[config.mk]
export PLATFORM = sky130hd
export DESIGN_NAME = regfile_resp
export DESIGN_NICKNAME = d
export VERILOG_FILES = /design/src/rtl/regfile_pkg.sv /design/src/rtl/regfile_clear_seq.sv /design/src/rtl/regfile_resp.sv
export SDC_FILE = /design/constraint.sdc
export NUM_CORES = 1
export LEC_CHECK = 0
export ABC_AREA = 0
export BUFFER_PORTS_ARGS = -buffer_cell sky130_fd_sc_hd__buf_4
export CAP_MARGIN = 20
export CORE_MARGIN = 2
export CORE_UTILIZATION = 50
export DETAILED_ROUTE_END_ITERATION = 8
export GPL_TIMING_DRIVEN = 0
export PLACE_DENSITY = 0.78
export RECOVER_POWER = 25
export SETUP_SLACK_MARGIN = 0.1
export SLEW_MARGIN = 5
export SYNTH_ARGS = -nofsm -noshare
export SYNTH_HDL_FRONTEND = slang
export SYNTH_SLANG_ARGS = --single-unit
[constraint.sdc]
create_clock -name CLK -period 3 [get_ports CLK]
set_input_delay 0.45 -clock CLK [delete_from_list [all_inputs] [get_ports CLK]]
set_output_delay 0.45 -clock CLK [all_outputs]
set_load 0.02 [all_outputs]
[src/rtl/regfile_pkg.sv]
// ============================================================================
// Module   : regfile_pkg
// Purpose  : Shared widths, register-count derivation and sequencer state
//            encoding for the regfile_resp register-file responder.
// Revision : 1.0 - initial release
// ============================================================================
`default_nettype none

package regfile_pkg;

    // Default data word width and register address width.
    localparam int DATA_W_DEF = 32;
    localparam int ADDR_W_DEF = 3;

    // Number of registers is always the full address space and is derived
    // from the address width, so every address decodes to a real entry.
    function automatic int regfile_nregs(input int addr_w);
        return 1 << addr_w;
    endfunction

    // Sequencer states: CLEAR zeroes storage one entry per edge, RUN serves
    // traffic until the next reset.
    typedef enum logic [0:0] {
        CLEAR = 1'b0,
        RUN   = 1'b1
    } state_t;

endpackage : regfile_pkg

`default_nettype wire

[src/rtl/regfile_clear_seq.sv]
// ============================================================================
// Module   : regfile_clear_seq
// Purpose  : Post-reset clear sequencer for regfile_resp. Walks a counter
//            over every register address, asserting a clear write-enable,
//            then enters RUN and raises o_ready until the next reset.
// Revision : 1.0 - initial release
// ============================================================================
`default_nettype none

module regfile_clear_seq
    import regfile_pkg::*;
#(
    parameter int ADDR_W = ADDR_W_DEF
) (
    input  logic              clk,
    input  logic              rst,
    output logic              o_ready,
    output logic              o_clr_we,
    output logic [ADDR_W-1:0] o_clr_addr
);

    // Last address visited by the clear walk; reaching it ends CLEAR.
    localparam logic [ADDR_W-1:0] c_last_addr = ADDR_W'(regfile_nregs(ADDR_W) - 1);
    localparam logic [ADDR_W-1:0] c_addr_one  = ADDR_W'(1);

    state_t            r_state;
    state_t            w_state_next;
    logic [ADDR_W-1:0] r_cnt;
    logic [ADDR_W-1:0] w_cnt_next;

    // State and clear-counter registers; reset restarts the walk at 0.
    always_ff @(posedge clk) begin
        if (rst) begin
            r_state <= CLEAR;
            r_cnt   <= '0;
        end else begin
            r_state <= w_state_next;
            r_cnt   <= w_cnt_next;
        end
    end

    // Next-state logic: CLEAR advances one entry per edge and leaves at the
    // edge that clears the final entry; RUN is absorbing.
    always_comb begin
        w_state_next = r_state;
        w_cnt_next   = r_cnt;
        case (r_state)
            CLEAR: begin
                // Counter wraps back to 0 on the exit edge, which is harmless
                // because RUN never looks at it.
                w_cnt_next = r_cnt + c_addr_one;
                if (r_cnt == c_last_addr) begin
                    w_state_next = RUN;
                end
            end
            RUN: begin
                w_state_next = RUN;
            end
            default: begin
                w_state_next = CLEAR;
                w_cnt_next   = '0;
            end
        endcase
    end

    // Output decode: storage is cleared only in CLEAR, traffic only in RUN.
    always_comb begin
        o_ready    = 1'b0;
        o_clr_we   = 1'b0;
        o_clr_addr = r_cnt;
        case (r_state)
            CLEAR:   o_clr_we = 1'b1;
            RUN:     o_ready  = 1'b1;
            default: o_clr_we = 1'b1;
        endcase
    end

endmodule : regfile_clear_seq

`default_nettype wire

[src/rtl/regfile_resp.sv]
// ============================================================================
// Module   : regfile_resp
// Purpose  : Sequenced NREGS x DATA_W register file. Self-clears after reset,
//            then accepts one write and one registered dual read per cycle,
//            qualifying each read result with RD_VALID.
// Config   : define REGFILE_BYPASS_EN to forward same-edge write data onto a
//            read port whose address matches DR; otherwise such a read
//            returns the pre-write contents.
// Revision : 1.0 - initial release
// ============================================================================
`default_nettype none

module regfile_resp
    import regfile_pkg::*;
#(
    parameter int DATA_W = DATA_W_DEF,
    parameter int ADDR_W = ADDR_W_DEF
) (
    input  logic              CLK,
    input  logic              RST,
    input  logic              LD,
    input  logic [ADDR_W-1:0] DR,
    input  logic [DATA_W-1:0] D_IN,
    input  logic              RD_EN,
    input  logic [ADDR_W-1:0] SA,
    input  logic [ADDR_W-1:0] SB,
    output logic [DATA_W-1:0] DATA_A,
    output logic [DATA_W-1:0] DATA_B,
    output logic              RD_VALID,
    output logic              READY
);

    localparam int c_nregs = regfile_nregs(ADDR_W);

    logic              w_ready;
    logic              w_clr_we;
    logic [ADDR_W-1:0] w_clr_addr;

    logic              w_wr_en;
    logic              w_rd_en;
    logic [DATA_W-1:0] w_rd_a;
    logic [DATA_W-1:0] w_rd_b;

    logic [DATA_W-1:0] r_mem [0:c_nregs-1];
    logic [DATA_W-1:0] r_data_a;
    logic [DATA_W-1:0] r_data_b;
    logic              r_rd_valid;

    regfile_clear_seq #(
        .ADDR_W (ADDR_W)
    ) u_clear_seq (
        .clk        (CLK),
        .rst        (RST),
        .o_ready    (w_ready),
        .o_clr_we   (w_clr_we),
        .o_clr_addr (w_clr_addr)
    );

    // Traffic is only honoured once the clear walk has finished.
    assign w_wr_en = LD & w_ready;
    assign w_rd_en = RD_EN & w_ready;

    // Read-port source selection, including optional same-edge forwarding.
    always_comb begin
        w_rd_a = r_mem[SA];
        w_rd_b = r_mem[SB];
`ifdef REGFILE_BYPASS_EN
        if (w_wr_en && (DR == SA)) begin
            w_rd_a = D_IN;
        end
        if (w_wr_en && (DR == SB)) begin
            w_rd_b = D_IN;
        end
`endif
    end

    // Storage: the clear walk owns the array during CLEAR, the write port
    // during RUN. Reset itself does not touch storage; the walk that follows
    // it zeroes every entry.
    always_ff @(posedge CLK) begin
        if (!RST) begin
            if (w_clr_we) begin
                r_mem[w_clr_addr] <= '0;
            end else if (w_wr_en) begin
                r_mem[DR] <= D_IN;
            end
        end
    end

    // Registered read results; data holds when no read is issued so the last
    // result stays observable after RD_VALID drops.
    always_ff @(posedge CLK) begin
        if (RST) begin
            r_data_a   <= '0;
            r_data_b   <= '0;
            r_rd_valid <= 1'b0;
        end else begin
            r_rd_valid <= w_rd_en;
            if (w_rd_en) begin
                r_data_a <= w_rd_a;
                r_data_b <= w_rd_b;
            end
        end
    end

    assign DATA_A   = r_data_a;
    assign DATA_B   = r_data_b;
    assign RD_VALID = r_rd_valid;
    assign READY    = w_ready;

endmodule : regfile_resp

`default_nettype wire

Word level (Yosys, flattened, before mapping)
Memories as Yosys holds them, arrays and structs flattened. A register that Yosys moved wholly into a read port is not among the register bits.
Index checks and enable logic that the tools add are counted.
W data, S select, Z words.
{ "totals": {"reg_bits": 5, "ram_bits": 256, "out_inout_bits": 66, "wordCells": 23, "n_memories": 1} }
{ "classes": {"add_sub_neg": 1, "eq_ne": 1, "n_mux": 13, "bitwise_logic": 3, "reduce_logical": 1} }
{ "memory_table": {"columns": ["name", "words", "width", "rd", "rd_clocked_by_memory_dff", "wr", "line_no", "text"], "rows": [
  ["r_mem", 8, 32, 2, 2, 1, "regfile_resp.sv:44", "logic [DATA_W-1:0] r_mem [0:c_nregs-1];"]
]} }
{ "op_table": {"columns": ["operator", "count"], "rows": [
  ["$mux W32", 1],
  ["$reduce_or A32 Y1", 1],
  ["$mux W1", 10],
  ["$add A3 B1 Y3 const B", 1],
  ["$eq A3 B3 Y1 const B", 1],
  ["$mux W3", 1],
  ["$and A1 B1 Y1", 2],
  ["$pmux W1 S2", 1],
  ["$not A1 Y1", 1]
]} }

Depth between registers and ports, before layout
Gate-level depths: netlist of the first run.
{ "depth": {"depth_word": 8, "ltp_mapped": 6, "ltp_nobuf": 4} }

Modules after synthesis
From an unflattened synthesis of the first run, not the netlist that was laid out.
{ "hier_totals": {"hier_cells": 1061, "area_unflattened_um2": 14762.9} }
{ "modules_own_cells": {"columns": ["module", "instances", "cells_each", "area_per_inst_um2", "seq_area_each_um2"], "rows": [
  ["regfile_resp", 1, 1045, 14595.2, 8988.6],
  ["regfile_clear_seq", 1, 16, 167.7, 80.1]
]} }

Worst setup path before layout of the first run
No wires, ideal clock.
{ "synth_timing": {"kind": "in2reg", "startpoint": "input RST", "endpoint": "memory r_mem[2][0] (netlist bit) (enable)", "t_arrival_ns": 2.579, "setup_slack_ns": 0.000, "cell_stages": 6, "n_path_buf": 2, "cell_sequence": "buf_2 -> and3b_1 -> buf_2 -> nor3b_1 -> a31oi_1 -> nor2_1"} }
{ "synth_via": {"elab_chain_len": 4} }
{ "synth_lines": {"columns": ["element", "line_no", "text"], "rows": [
  ["start: declaration", "regfile_resp.sv:20", "input logic RST,"],
  ["$mux W1", "regfile_resp.sv:81", "if (!RST) begin"],
  ["$mux W1 (not written as such)", "regfile_resp.sv:85", "r_mem[DR] <= D_IN;"],
  ["$reduce_or A32 Y1 (no source line)", null, null],
  ["$mux W3 (no source line) / $mux W1 (equally long branches)", null, null],
  ["end: declaration", "regfile_resp.sv:44", null]
]} }
Parallel ways exist; a longest one is shown, timed or not.

Worst setup path in the final report of the first run
{ "layout_timing": {"startpoint": "register u_clear_seq.r_state", "endpoint": "memory r_mem[1][11] (netlist bit) (enable)"} }
{ "layout_via": {"elab_chain_len": 8} }
{ "layout_lines": {"columns": ["element", "line_no", "text"], "rows": [
  ["start: declaration", "regfile_clear_seq.sv:26", "state_t r_state;"],
  ["start signal: assignment", "regfile_clear_seq.sv:37", "r_state <= w_state_next;"],
  ["$mux W1", "regfile_clear_seq.sv:71", "case (r_state)"],
  ["$and A1 B1 Y1", "regfile_resp.sv:60", "assign w_wr_en = LD & w_ready;"],
  ["$mux W1", "regfile_resp.sv:84", "end else if (w_wr_en) begin"],
  ["$mux W1", "regfile_resp.sv:82", "if (w_clr_we) begin"],
  ["$mux W1", "regfile_resp.sv:81", null],
  ["$mux W1 (not written as such)", "regfile_resp.sv:85", null],
  ["$reduce_or A32 Y1 (no source line)", null, null],
  ["$mux W3 (no source line) / $mux W1 (equally long branches)", null, null]
]} }
Parallel ways exist; a longest one is shown, timed or not.

==> results of run 1 <==
==> layout make-up <==
| type | instances | share of cell area (%) |
|---|---|---|
| plain buffers | 85 | 4.03 |
| clock buffers | 45 | 5.34 |
| clock inverters | 17 | 0.775 |
| inverters | 2 | 0.0434 |
| multi-input cells | 653 | 30.3 |
| flip-flops and latches | 325 | 52.5 |
| well taps | 390 | 2.82 |
| repair buffers | 115 | 4.25 |
==> power by group <==
group	internal [mW]	switching, mW	total [mW]
registers	4.94	0.0574	4.99
clock network	2.27	1.73	4.01
logic	0.320	0.477	0.797
==> layout by cell type (no fill, tap or decap), types with 2 or more instances in the layout <==
| master | synthesis | routed |
|---|---|---|
| nor3_1 | 1 | 4 |
| clkbuf_1 | 21 | 108 |
| ha_1 | 2 | 2 |
| buf_16 | 0 | 3 |
| nor2_1 | 81 | 73 |
| dfxtp_1 | 69 | 69 |
| buf_12 | 14 | 19 |
| a21oi_1 | 64 | 64 |
| a31oi_1 | 4 | 4 |
| inv_6 | 0 | 2 |
| clkinvlp_4 | 0 | 2 |
| clkinv_2 | 0 | 7 |
| nor2_4 | 0 | 8 |
| a22oi_1 | 128 | 128 |
| clkinv_1 | 0 | 3 |
| clkbuf_8 | 0 | 3 |
| nor3b_1 | 2 | 2 |
| edfxtp_1 | 256 | 256 |
| buf_6 | 10 | 10 |
| inv_1 | 2 | 2 |
| buf_4 | 1 | 40 |
| nand2_1 | 3 | 3 |
| and2_0 | 0 | 5 |
| nor3_2 | 64 | 61 |
| clkbuf_16 | 0 | 34 |
| buf_2 | 34 | 24 |
| and2_1 | 35 | 30 |
| nor2b_1 | 4 | 4 |
| buf_8 | 4 | 4 |
| mux2i_1 | 258 | 258 |
| nand2b_1 | 2 | 2 |
==> per-layer routing <==
| layer | share of wire, % | routed length, µm |
|---|---|---|
| met1 | 40 | 16500 |
| met2 | 48 | 19600 |
| met3 | 7.7 | 3140 |
| met4 | 3.8 | 1540 |
| met5 | 0 | 0 |
==> worst reg2reg max path, stage by stage (launching register included) <==
cell and delay, ns:
dfxtp_1 0.34, and3b_1 0.38, clkbuf_1 0.35, a31oi_1 0.27, nor2_4 0.75, buf_16 0.26
==> through the flow <==
step	area, µm²	worst slack, ns
after floorplan	15000	-0.000133
after global placement	16300	-1.89
after detailed placement	16500	0.137
after CTS	17600	0.480
after global routing	17300	0.241
final	17300	0.346
==> how the worst max path moves through the flow <==
stage | start | to | slack, ns | cells after the start
after detailed placement | RST | r_mem[1][13]$_DFFE_PP_ | 0.14 | 5
final | u_clear_seq.r_state$_SDFF_PP0_ | r_mem[1][11]$_DFFE_PP_ | 0.35 | 5
after floorplan | RST | r_mem[2][0]$_DFFE_PP_ | -0.0001 | 6
after global routing | u_clear_seq.r_state$_SDFF_PP0_ | r_mem[1][10]$_DFFE_PP_ | 0.24 | 5
after CTS | u_clear_seq.r_state$_SDFF_PP0_ | r_mem[1][11]$_DFFE_PP_ | 0.48 | 5
after global placement | RST | r_mem[2][15]$_DFFE_PP_ | -1.89 | 6
==> flip-flops by register name (all words and copies together) (netlist names) <==
register and cells:
DATA_A 32, u_clear_seq.o_clr_addr 3, RD_VALID 1, DATA_B 32, u_clear_seq.r_state 1, r_mem 256
==> cell families after synthesis <==
kind of cell               after synthesis
and+or+nand+nor                        194
muxes                                  258
xor gates and xnor gates                 1
buffers and inverters                   87
AOI/OAI and AO/OA                      198
DFF                                    325
adders and majority gates                2
==> metrics.txt, run 1 <==
run status completed; simple-gate share of the synthesized area 8.32%; setup TNS 0 ns; Slowest-stage cell, CP nor2_4; all-layer global routing usage 25.8%; post-synth top area cell edfxtp_1; Die Width 177 µm; GR peak layer met2; worst rel slew slack 30.9%; Multi-input gate area 5230 µm²; final hold slack 0.392 ns; vias in the first global route 10028; leakage power 6.13 nW; diodes inserted 0; drt pass-1 iters 5; share of layout cells above drive strength 1 17.7%; Critical Path AT 2.88 ns; Top Family by Delay on Critical Path simple AND/OR/NAND/NOR gates; Critical Path Fanout Max 19; M3 GR Usage 3.87%; drt wl/cell 25.0 µm; final net count 1263; count leader, synth mux2i_1; met1 usage in global routing 33.5%; fin crit share 88.5%; unrepaired setup endpoints after global routing false; Synth-to-Final Area Change 15.4%; Die H 177 µm; Placed Instances 1570; Yosys Warn Count 0; Sink Count 325; DP HPWL 26.5 mm; Tot Pwr 9.80 mW; ys async rst share 0%; Via density 6.10; total gr overflow 0; Setup crit end kind flip-flop; post-CTS setup buffer count 0; adder-cell share of the synthesized area 0.167%; pin count of the biggest net entering global routing 24; Final Max Slew Viols 0; Final setup violation count 0; register area share after synthesis 60.6%; Fin. Hold Viols 0; Post-Syn Area per Cell 14.1 µm²; Worst R2R Setup Slack 0.35 ns; WHS Endpoint r_mem[0][12]$_DFFE_PP_; Setup Skew 0.0145 ns; Starting Density 50.6%; hold depth 2; worst min path class in -> reg; CP startpoint kind flip-flop; utilization after layout 58.5%; FP Rows 63; ys flop type edfxtp_1; clk_lat worst skew 0.53 ns; Slowest Stage Delay on Critical Path 0.75 ns; CP bufs+invs 2; Clock Tree Root clkbuf_16; worst vdd ir 0.393 mV; syn_nets 1112; worst path cell trace and3b_1 > clkbuf_1 > a31oi_1 > nor2_4 > buf_16; Post-synth EDFFs 256; clk buf depth 3; fin crit period 2.65 ns; TritonCTS buffer count 34; cell area after synthesis 15000 µm²; multiplexer share of the synthesized area 17.2%; WL final 40.9 mm; ranking of synthesized cells by area edfxtp_1 (51%), mux2i_1 (17%), dfxtp_1 (9.2%); Yosys reg bits 325; pwr dens 567 nW/µm²; CP Class reg -> reg; share of the synthesized area in the top cell type 51.3%; Synth Area in XOR/XNOR 0.0585%; CTS tree done; DRT iter0 DRCs 1111; area taken by flip-flops and latches 9070 µm²; Compound-Gate Fraction of Synth Area 8.82%; Top Ports 111; DR DRC count 0; I/O Buffers 107; post-synth cell types 28; first-pass GRT wire length 59.4 mm; reg2reg path depth 5; Reg-to-Reg End r_mem[1][11]$_DFFE_PP_; GR Layer Usage met2 43.3%; H-tree Lvls 2; Synth top cells by count mux2i_1 (258), edfxtp_1 (256), a22oi_1 (128), nor2_1 (81), dfxtp_1 (69); GPL Wtd Cong 0.837; hold_sp D_IN[12]; post-route insts no fill 1632; Worst-Margin Slew 1.04 ns; Core ar. 29600 µm²; Req. time, crit path 3.23 ns; hold_buf cts 0; largest family of logic cells by synthesized area multiplexers; antenna violations before repair 0; Syn Inst Count 1065; Clock transition at path regs 0.07 ns; r2r startpoint u_clear_seq.r_state$_SDFF_PP0_; Antenna Violating Nets Remaining 0; fillcell total 2353; vias 9956; post-CTS sizing 0; fmax 0.377 GHz; MaxCap Viol Count 0; DIE AREA 31300 µm²
Power figures use the tool's default switching activity.
==> run 2: changes to the inputs <==
- REMOVE_ABC_BUFFERS: unset -> 1
==> run 2 against run 1 <==
Against the previous run:
- the flow now finishes with violations (capacitance limit, slew limit)
- die area did not move
- clock power is 4% higher
- sequential power about the same
- register-to-register slack got worse by 0.13 ns
- critical path type unchanged
- critical endpoint is now r_mem[7][28]$_DFFE_PP_
- highest routed layer unchanged
==> metrics.txt, run 2 (synthesis results as in run 1) <==
run status finished with violations (was completed); failing checks capacitance limit, slew limit; CP startpoint kind flip-flop (unchanged); dpl ws -0.594 ns (was 0.137 ns); DP HPWL 19.7 mm (was 26.5 mm); Clock transition at path regs 0.06 ns (was 0.07 ns); Starting Density 50.6% (unchanged); share of layout cells above drive strength 1 16.9% (was 17.7%); clk buf depth 3 (unchanged); setup TNS 0 ns (unchanged); Die H 177 µm (unchanged); setup ws final 0.218 ns (was 0.346 ns); vias 9386 (was 9956); fin crit share 92.7% (was 88.5%); post-route insts no fill 1564 (was 1632); utilization after layout 57.7% (was 58.5%); clk_lat worst skew 0.51 ns (was 0.53 ns); Setup crit end kind flip-flop (unchanged); DRT iter0 DRCs 807 (was 1111); first-pass GRT wire length 52.1 mm (was 59.4 mm); worst vdd ir 0.391 mV (was 0.393 mV); Critical Path Fanout Max 29 (was 19); Antenna Violating Nets Remaining 0 (unchanged); Critical Path AT 2.97 ns (was 2.88 ns); drt pass-1 iters 5 (unchanged); I/O Buffers 110 (was 107); Via density 6.00 (was 6.10); pwr dens 580 nW/µm² (was 567 nW/µm²); H-tree Lvls 2 (unchanged); final hold slack 0.389 ns (was 0.392 ns); Clock Tree Root clkbuf_16 (unchanged); total gr overflow 0 (unchanged); placed instance area 16100 µm² (was 16500 µm²); final net count 1196 (was 1263); most frequent cells in the layout mux2i_1 (258), edfxtp_1 (256), a22oi_1 (128), clkbuf_1 (77), nor2_1 (71) (was mux2i_1 (258), edfxtp_1 (256), a22oi_1 (128), clkbuf_1 (108), nor2_1 (73)); worst min path class in -> reg (unchanged); Top Ports 111 (unchanged); worst rel slew slack -2.07% (was 30.9%); FP Rows 63 (unchanged); pin count of the biggest net entering global routing 93 (was 24); Reg with most FFs r_mem (unchanged); Core ar. 29600 µm² (unchanged); leakage power 5.98 nW (was 6.13 nW); Worst-Margin Slew 1.53 ns (was 1.04 ns); Placed Instances 1499 (was 1570); DR DRC count 0 (unchanged); Die Width 177 µm (unchanged); Setup Skew 0.0165 ns (was 0.0145 ns); GPL Wtd Cong 0.709 (was 0.837); DIE AREA 31300 µm² (unchanged); Sink Count 325 (unchanged); Final setup violation count 0 (unchanged); Req. time, crit path 3.19 ns (was 3.23 ns); design area 17000 µm² (was 17300 µm²); CTS tree done (unchanged); MaxCap Viol Count 1 (was 0); drt wl/cell 22.3 µm (was 25.0 µm); unrepaired setup endpoints after global routing true (was false); fin crit period 2.78 ns (was 2.65 ns); fmax 0.359 GHz (was 0.377 GHz); Final Max Slew Viols 66 (was 0); antenna violations before repair 0 (unchanged); Synth-to-Final Area Change 13.9% (was 15.4%); diodes inserted 0 (unchanged); vias in the first global route 9289 (was 10028); TritonCTS buffer count 35 (was 34); most common cell after layout, fill and taps aside mux2i_1 (unchanged); CP Class reg -> reg (unchanged); fillcell total 2330 (was 2353); Tot Pwr 9.89 mW (was 9.80 mW); all-layer global routing usage 21.9% (was 25.8%); WL final 34.8 mm (was 40.9 mm); flip-flop count of the largest register after layout 256 (unchanged); Fin. Hold Viols 0 (unchanged)
run 2: changes by cell type in the layout (fill, tap and decap cells not counted), moves of 7 or more:
cell,delta
clkbuf_1,-31
buf_2,-24
and2_1,-10
buf_6,-9
buf_12,-8
and2_0,+7
run 2: metal layers:
layer	global-route usage [%]	up-vias	wire length (µm)
li1	-	4254	-
met1	30.5	4635	14700
met2	35.5	431	16500
met3	3.41	66	2760
met4	6.75	0	826
met5	0	-	0
run 2: what timing repair did:
item                       CTS  global route
setup buffers                0             2
pin swaps                    1             2
setup endpoints to repair  113            29
gates cloned                 0             1
hold buffers                 0             0
gates resized for setup      1             0
run 2: final cells by class:
class | count | area, µm² | area share [%]
Sequential cell | 325 | 9070 | 53.2
Tap cell | 390 | 488 | 2.86
Clock buffer | 53 | 1040 | 6.08
Multi-Input combinational cell | 654 | 5300 | 31.1
Timing Repair Buffer | 131 | 1050 | 6.17
Inverter | 2 | 7.51 | 0.0440
Clock inverter | 9 | 92.6 | 0.543
run 2: report_power, final:
part	internal [mW]	switching, mW
registers	4.94	0.0589
clock network	2.55	1.62
logic	0.297	0.435
total	7.78	2.11
run 2: worst paths after layout:
path	startpoint	endpoint	slack, ns	depth (start not counted)
min reg2reg	DATA_A[5]$_SDFFE_PP0P_	DATA_A[5]$_SDFFE_PP0P_	0.52	2
min	D_IN[19]	r_mem[4][19]$_DFFE_PP_	0.39	2
max reg2reg	u_clear_seq.r_state$_SDFF_PP0_	r_mem[7][28]$_DFFE_PP_	0.22	5
max	u_clear_seq.r_state$_SDFF_PP0_	r_mem[7][28]$_DFFE_PP_	0.22	5
run 2: worst max-delay path, stage by stage, from the launching register on:
cell and delay [ns]:
dfxtp_1 0.59, and3b_2 0.49, buf_12 0.25, a31oi_1 0.27, nor2_4 0.56, buf_12 0.28
